## src/rtl/spi_mnrch_if.sv

```systemverilog
// Host-side request/response bundle of the SPI monarch: strobe and command in,
// completion flag and received word out.
interface spi_mnrch_if #(
    parameter int DATA_W = 16
);
    logic              wrt;
    logic [DATA_W-1:0] wt_data;
    logic              done;
    logic [DATA_W-1:0] rd_data;

    modport master (
        output wrt,
        output wt_data,
        input  done,
        input  rd_data
    );

    modport slave (
        input  wrt,
        input  wt_data,
        output done,
        output rd_data
    );
endinterface

```

## src/rtl/spi_mnrch.sv

```systemverilog
// SPI monarch, mode 3: one DATA_W-bit full-duplex transfer per accepted wrt strobe.
// SCLK is the divider MSB, so both SCLK and MOSI come straight from flops.
module spi_mnrch #(
    parameter int DIV_W  = 5,
    parameter int DATA_W = 16
) (
    input  logic          clk,
    input  logic          rst_n,
    spi_mnrch_if.slave    bus,
    output logic          SS_n,
    output logic          SCLK,
    output logic          MOSI,
    input  logic          MISO
);

    localparam logic [DIV_W-1:0] FRONT_LD = {2'b10, {(DIV_W-2){1'b1}}};
    localparam logic [DIV_W-1:0] ALL_ONES = {DIV_W{1'b1}};
    localparam logic [DIV_W-1:0] MID_ONES = {1'b0, {(DIV_W-1){1'b1}}};
    localparam logic [DIV_W-1:0] DIV_ONE  = {{(DIV_W-1){1'b0}}, 1'b1};
    localparam logic [4:0]       LAST_BIT = 5'(DATA_W - 1);

    typedef enum logic [1:0] {
        IDLE  = 2'b00,
        FRONT = 2'b01,
        SHIFT = 2'b10,
        BACK  = 2'b11
    } state_t;

    state_t            state_r,     state_s;
    logic [DIV_W-1:0]  div_r,       div_s;
    logic [DATA_W-1:0] shft_r,      shft_s;
    logic              miso_smpl_r, miso_smpl_s;
    logic [4:0]        bit_cnt_r,   bit_cnt_s;
    logic              ss_n_r,      ss_n_s;
    logic              done_r,      done_s;
    logic [DIV_W-1:0]  div_inc_s;

    assign div_inc_s = div_r + DIV_ONE;

    // Next-state and next-register logic for the transfer sequencer
    always_comb begin
        state_s     = state_r;
        div_s       = div_r;
        shft_s      = shft_r;
        miso_smpl_s = miso_smpl_r;
        bit_cnt_s   = bit_cnt_r;
        ss_n_s      = ss_n_r;
        done_s      = done_r;
        case (state_r)
            IDLE: begin
                // Accepting edge already counts as the first front-porch clock
                if (bus.wrt) begin
                    shft_s    = bus.wt_data;
                    bit_cnt_s = 5'd0;
                    done_s    = 1'b0;
                    ss_n_s    = 1'b0;
                    div_s     = FRONT_LD + DIV_ONE;
                    state_s   = FRONT;
                end else begin
                    div_s     = FRONT_LD;
                end
            end
            FRONT: begin
                if (div_r == ALL_ONES) begin
                    div_s   = {DIV_W{1'b0}};
                    state_s = SHIFT;
                end else begin
                    div_s   = div_inc_s;
                end
            end
            SHIFT: begin
                div_s = div_inc_s;
                if (div_r == MID_ONES) begin
                    miso_smpl_s = MISO;
                end else begin
                    miso_smpl_s = miso_smpl_r;
                end
                // Last shift parks the divider so SCLK never makes a trailing fall
                if (div_r == ALL_ONES) begin
                    shft_s    = {shft_r[DATA_W-2:0], miso_smpl_r};
                    bit_cnt_s = bit_cnt_r + 5'd1;
                    if (bit_cnt_r == LAST_BIT) begin
                        div_s   = ALL_ONES;
                        state_s = BACK;
                    end else begin
                        state_s = SHIFT;
                    end
                end else begin
                    shft_s = shft_r;
                end
            end
            BACK: begin
                ss_n_s  = 1'b1;
                done_s  = 1'b1;
                div_s   = FRONT_LD;
                state_s = IDLE;
            end
            default: begin
                ss_n_s  = 1'b1;
                div_s   = FRONT_LD;
                state_s = IDLE;
            end
        endcase
    end

    // State and datapath registers
    always_ff @(posedge clk or negedge rst_n) begin
        if (!rst_n) begin
            state_r     <= IDLE;
            div_r       <= FRONT_LD;
            shft_r      <= {DATA_W{1'b0}};
            miso_smpl_r <= 1'b0;
            bit_cnt_r   <= 5'd0;
            ss_n_r      <= 1'b1;
            done_r      <= 1'b0;
        end else begin
            state_r     <= state_s;
            div_r       <= div_s;
            shft_r      <= shft_s;
            miso_smpl_r <= miso_smpl_s;
            bit_cnt_r   <= bit_cnt_s;
            ss_n_r      <= ss_n_s;
            done_r      <= done_s;
        end
    end

    assign SS_n        = ss_n_r;
    assign SCLK        = div_r[DIV_W-1];
    assign MOSI        = shft_r[DATA_W-1];
    assign bus.done    = done_r;
    assign bus.rd_data = shft_r;

endmodule

```

## src/flat_wrapper.sv

```systemverilog
// flat-port wrapper written by rule: the top's interface ports become plain ports
module spi_mnrch_flat 
#(
    parameter int DIV_W  = 5,
    parameter int DATA_W = 16
)
  (clk, rst_n, SS_n, SCLK, MOSI, MISO, bus_wrt, bus_wt_data, bus_done, bus_rd_data);
  spi_mnrch_if #(.DATA_W(DATA_W)) bus_i ();
  input  logic clk;
  input  logic rst_n;
  output logic SS_n;
  output logic SCLK;
  output logic MOSI;
  input  logic MISO;
  input wire logic [$bits(bus_i.wrt)-1:0] bus_wrt;
  input wire logic [$bits(bus_i.wt_data)-1:0] bus_wt_data;
  output wire logic [$bits(bus_i.done)-1:0] bus_done;
  output wire logic [$bits(bus_i.rd_data)-1:0] bus_rd_data;
  assign bus_i.wrt = bus_wrt;
  assign bus_i.wt_data = bus_wt_data;
  assign bus_done = bus_i.done;
  assign bus_rd_data = bus_i.rd_data;
  spi_mnrch #(.DIV_W(DIV_W), .DATA_W(DATA_W)) u_core (.clk(clk), .rst_n(rst_n), .bus(bus_i), .SS_n(SS_n), .SCLK(SCLK), .MOSI(MOSI), .MISO(MISO));
endmodule
```

## config.mk

```make
export PLATFORM = sky130hd
export DESIGN_NAME = spi_mnrch_flat
export DESIGN_NICKNAME = d
export VERILOG_FILES = /design/src/rtl/spi_mnrch_if.sv /design/src/rtl/spi_mnrch.sv /design/src/flat_wrapper.sv
export SDC_FILE = /design/constraint.sdc
export NUM_CORES = 1
export LEC_CHECK = 0
export ABC_AREA = 1
export CORE_MARGIN = 2
export CORE_UTILIZATION = 50
export DETAILED_ROUTE_END_ITERATION = 16
export GPL_TIMING_DRIVEN = 1
export PLACE_DENSITY = 0.9
export SYNTH_ARGS = -nofsm -noshare
export SYNTH_HDL_FRONTEND = slang
export SYNTH_SLANG_ARGS = --single-unit
```

## constraint.sdc

```tcl
create_clock -name clk -period 3 [get_ports clk]
set_input_delay 0.75 -clock clk [delete_from_list [all_inputs] [get_ports clk]]
set_output_delay 0.75 -clock clk [all_outputs]
set_load 0.01 [all_outputs]
```

==> impl_results.md <==
* Outcome: finished, final reports clean
* Post-route cell area at 2140 um^2
* Commonest non-fill, non-tap cell in the layout: nand2_1
* Rows at 21
* Final period util at 72.1%
* Unrepaired setup endpoints after global routing: false
* Nets at 255
* WP data arrival at 1.41 ns
* Setup TNS at 0 ns
* Worst-margin pin slew at 0.491 ns
* Area grow syn2layout at 24.5%
* Hpwl dp at 2220 um
* Gr busiest metal: met2
* Reg2Reg Depth at 9
* Largest cells by area after synthesis: dfrtp_1, o21ai_2, nand2_1, dfstp_2, ha_1
* First-pass GRT wire length at 5500 um
* Die width at 62.6 um
* Placer Congestion at 0.731
* CTS Sinks at 31
* Post-synth top area share at 37.9%
* Core area at 3310 um^2
* Die height at 62.6 um
* Diode count at 0
* CTS resizes at 0
* Final Power at 0.000689 W
* Die area at 3920 um^2
* Critical-path top delay cell: dfstp_2
* 1st-pass router iterations at 4
* Met1 GRT Util at 20.6%
* Synthesized instance count at 187
* CP Cell Sequence: clkdlybuf4s50_1
* CTS tree: yes
* Worst-skew pair later-pin latency at 0.33 ns
* MaxCap Viol Count at 0
* RR Endpoint: u_core.bit_cnt_r[3]
* CTS root buffer: clkbuf_4
* Starting density of the core at 51.9%
* Syn_nets at 216
* Vias per inst at 4.94
* IO Count at 40
* Final WL at 3150 um
* Cell accounting for the most synthesized area: dfrtp_1
* Fin. max-slew vios at 0
* Worst path top cell family by delay: flip-flops
* Initial antenna violation count at 0
* Pwr dens at 322 nW/um^2
* Hold buffer count at cts at 0
* Min Tclk post-route at 2.16 ns
* Buf+Inv Stages, Crit Path at 1
* Vias in the first global route at 1271
* CP required at 2.25 ns
* Reg2reg start: u_core.div_r[0]
* Worst setup EP type: primary output
* GR Util met2 at 30.6%
* Hold_sp: u_core.SS_n
* CTS Buffer Depth at 2
* Skew final at 0.00435 ns
* CTS Buf Count at 5
* Seq/Total Area, Yosys at 45.6%
* WS Path Type: reg -> out
* Finish-stage setup viols at 0
* DRC violations left at 0
* Most frequent cells in the layout: nand2_1, clkdlybuf4s50_1, dfrtp_1, o21ai_2, o21ai_0
* Layout cell share with drive strength beyond 1 at 22.0%
* CTS H-tree depth at 2
* GRT Overall Usage at 18.1%
* Max Clock Freq at 0.462 GHz
* IO buf count at 39
* IR drop worst, VDD at 0.268 mV
* Met3 GRT Util at 6.85%
* CP max stage delay at 0.55 ns
* Leak pwr at 0.909 nW
* Worst-path fanout max at 3
* Type of element launching the critical path: register
* Synthesized area per cell at 9.18 um^2
* Post-DP Area at 2090 um^2
* Hold Path Class: reg -> reg
* WL per Instance at 11.5 um
* Synthesized area at 1720 um^2
* Setup bufs post-CTS at 0
* Fill cell count at 287
* Slew Limit Headroom at 67.2%
* Yosys warnings at 0
* Area of the multi-input gates at 790 um^2
* Clock transition at the registers of the reported paths at 0.09 ns
* Reg2reg setup slack at 1.02 ns
* DRT antenna net count at 0
* Reg area at 782 um^2
* Hold Path Cell Cnt at 2
* Gr ovfl total at 0
* Routed vias at 1348
* Final Hold Fails at 0
* Hold Path End: u_core.SS_n
* Setup crit start: u_core.div_r[4]
* Netlist cell types at 21
* Largest net degree at the start of global routing at 41
* Starting DRT DRC Count at 56
* Final core occ at 64.6%
* FF+latch count, synth at 31
==> metrics by stage <==
stage          std cells  hold slack [ns]  worst slack, ns
3_3_place_gp         265            0.462            0.902
4_1_cts              273            0.481            0.820
2_1_floorplan        187            0.454             1.33
3_5_place_dp         265            0.468            0.819
5_1_grt              273            0.507            0.773
6_report             273            0.476            0.836
==> report_power, final <==
part	switching, W	internal (W)	total [W]
combinational	0.0000144	0.0000264	0.0000408
clock	0.000133	0.0000932	0.000226
sequential	0.00000200	0.000420	0.000422
total	0.000149	0.000539	0.000689
==> cell families after synthesis <==
logic type / after synthesis / share of synthesized area, %
and+or+nand+nor: 77 / 21.0
DFF: 31 / 45.6
adders and majority gates: 9 / 6.56
AOI/OAI and AO/OA: 48 / 18.4
buffers and inverters: 22 / 8.45
==> state kept, by name (all words and copies together), names as in the netlist <==
signal and count:
u_core.bit_cnt_r 5, u_core.SS_n 1, u_core.miso_smpl_r 1, u_core.div_r 5
u_core.bus.done 1, u_core.state_r 2, u_core.bus.rd_data 16
==> cell type report <==
type,count,share of cell area [%]
timing repair buffer,41,19.0
tap,46,2.69
sequential,31,36.6
inverter,13,2.52
clock buffer,8,2.28
multi-input combinational,134,36.9
==> synthesized netlist by cell type, drive strengths merged <==
cell type,count
nand2,43
o21ai,40
dfrtp,26
or2,18
inv,13
ha,9
nand3,9
buf,8
a21oi,7
dfstp,5
nor2,5
nand4,2
a31oi,1
clkbuf,1
==> layer usage <==
metal,up-vias,wire [um]
met5,-,0
met4,0,38
met3,4,188
met2,29,1540
met1,626,1390
li1,689,-
==> how the worst max path moves through the flow <==
stage,to,cells past startpoint
4_1_cts,SCLK,1
2_1_floorplan,u_core.bus.rd_data[0],10
3_5_place_dp,u_core.bit_cnt_r[3],6
3_3_place_gp,u_core.bus.rd_data[12],6
5_1_grt,SCLK,1
6_report,SCLK,1
Note: power is estimated with default switching activity, not from simulation.
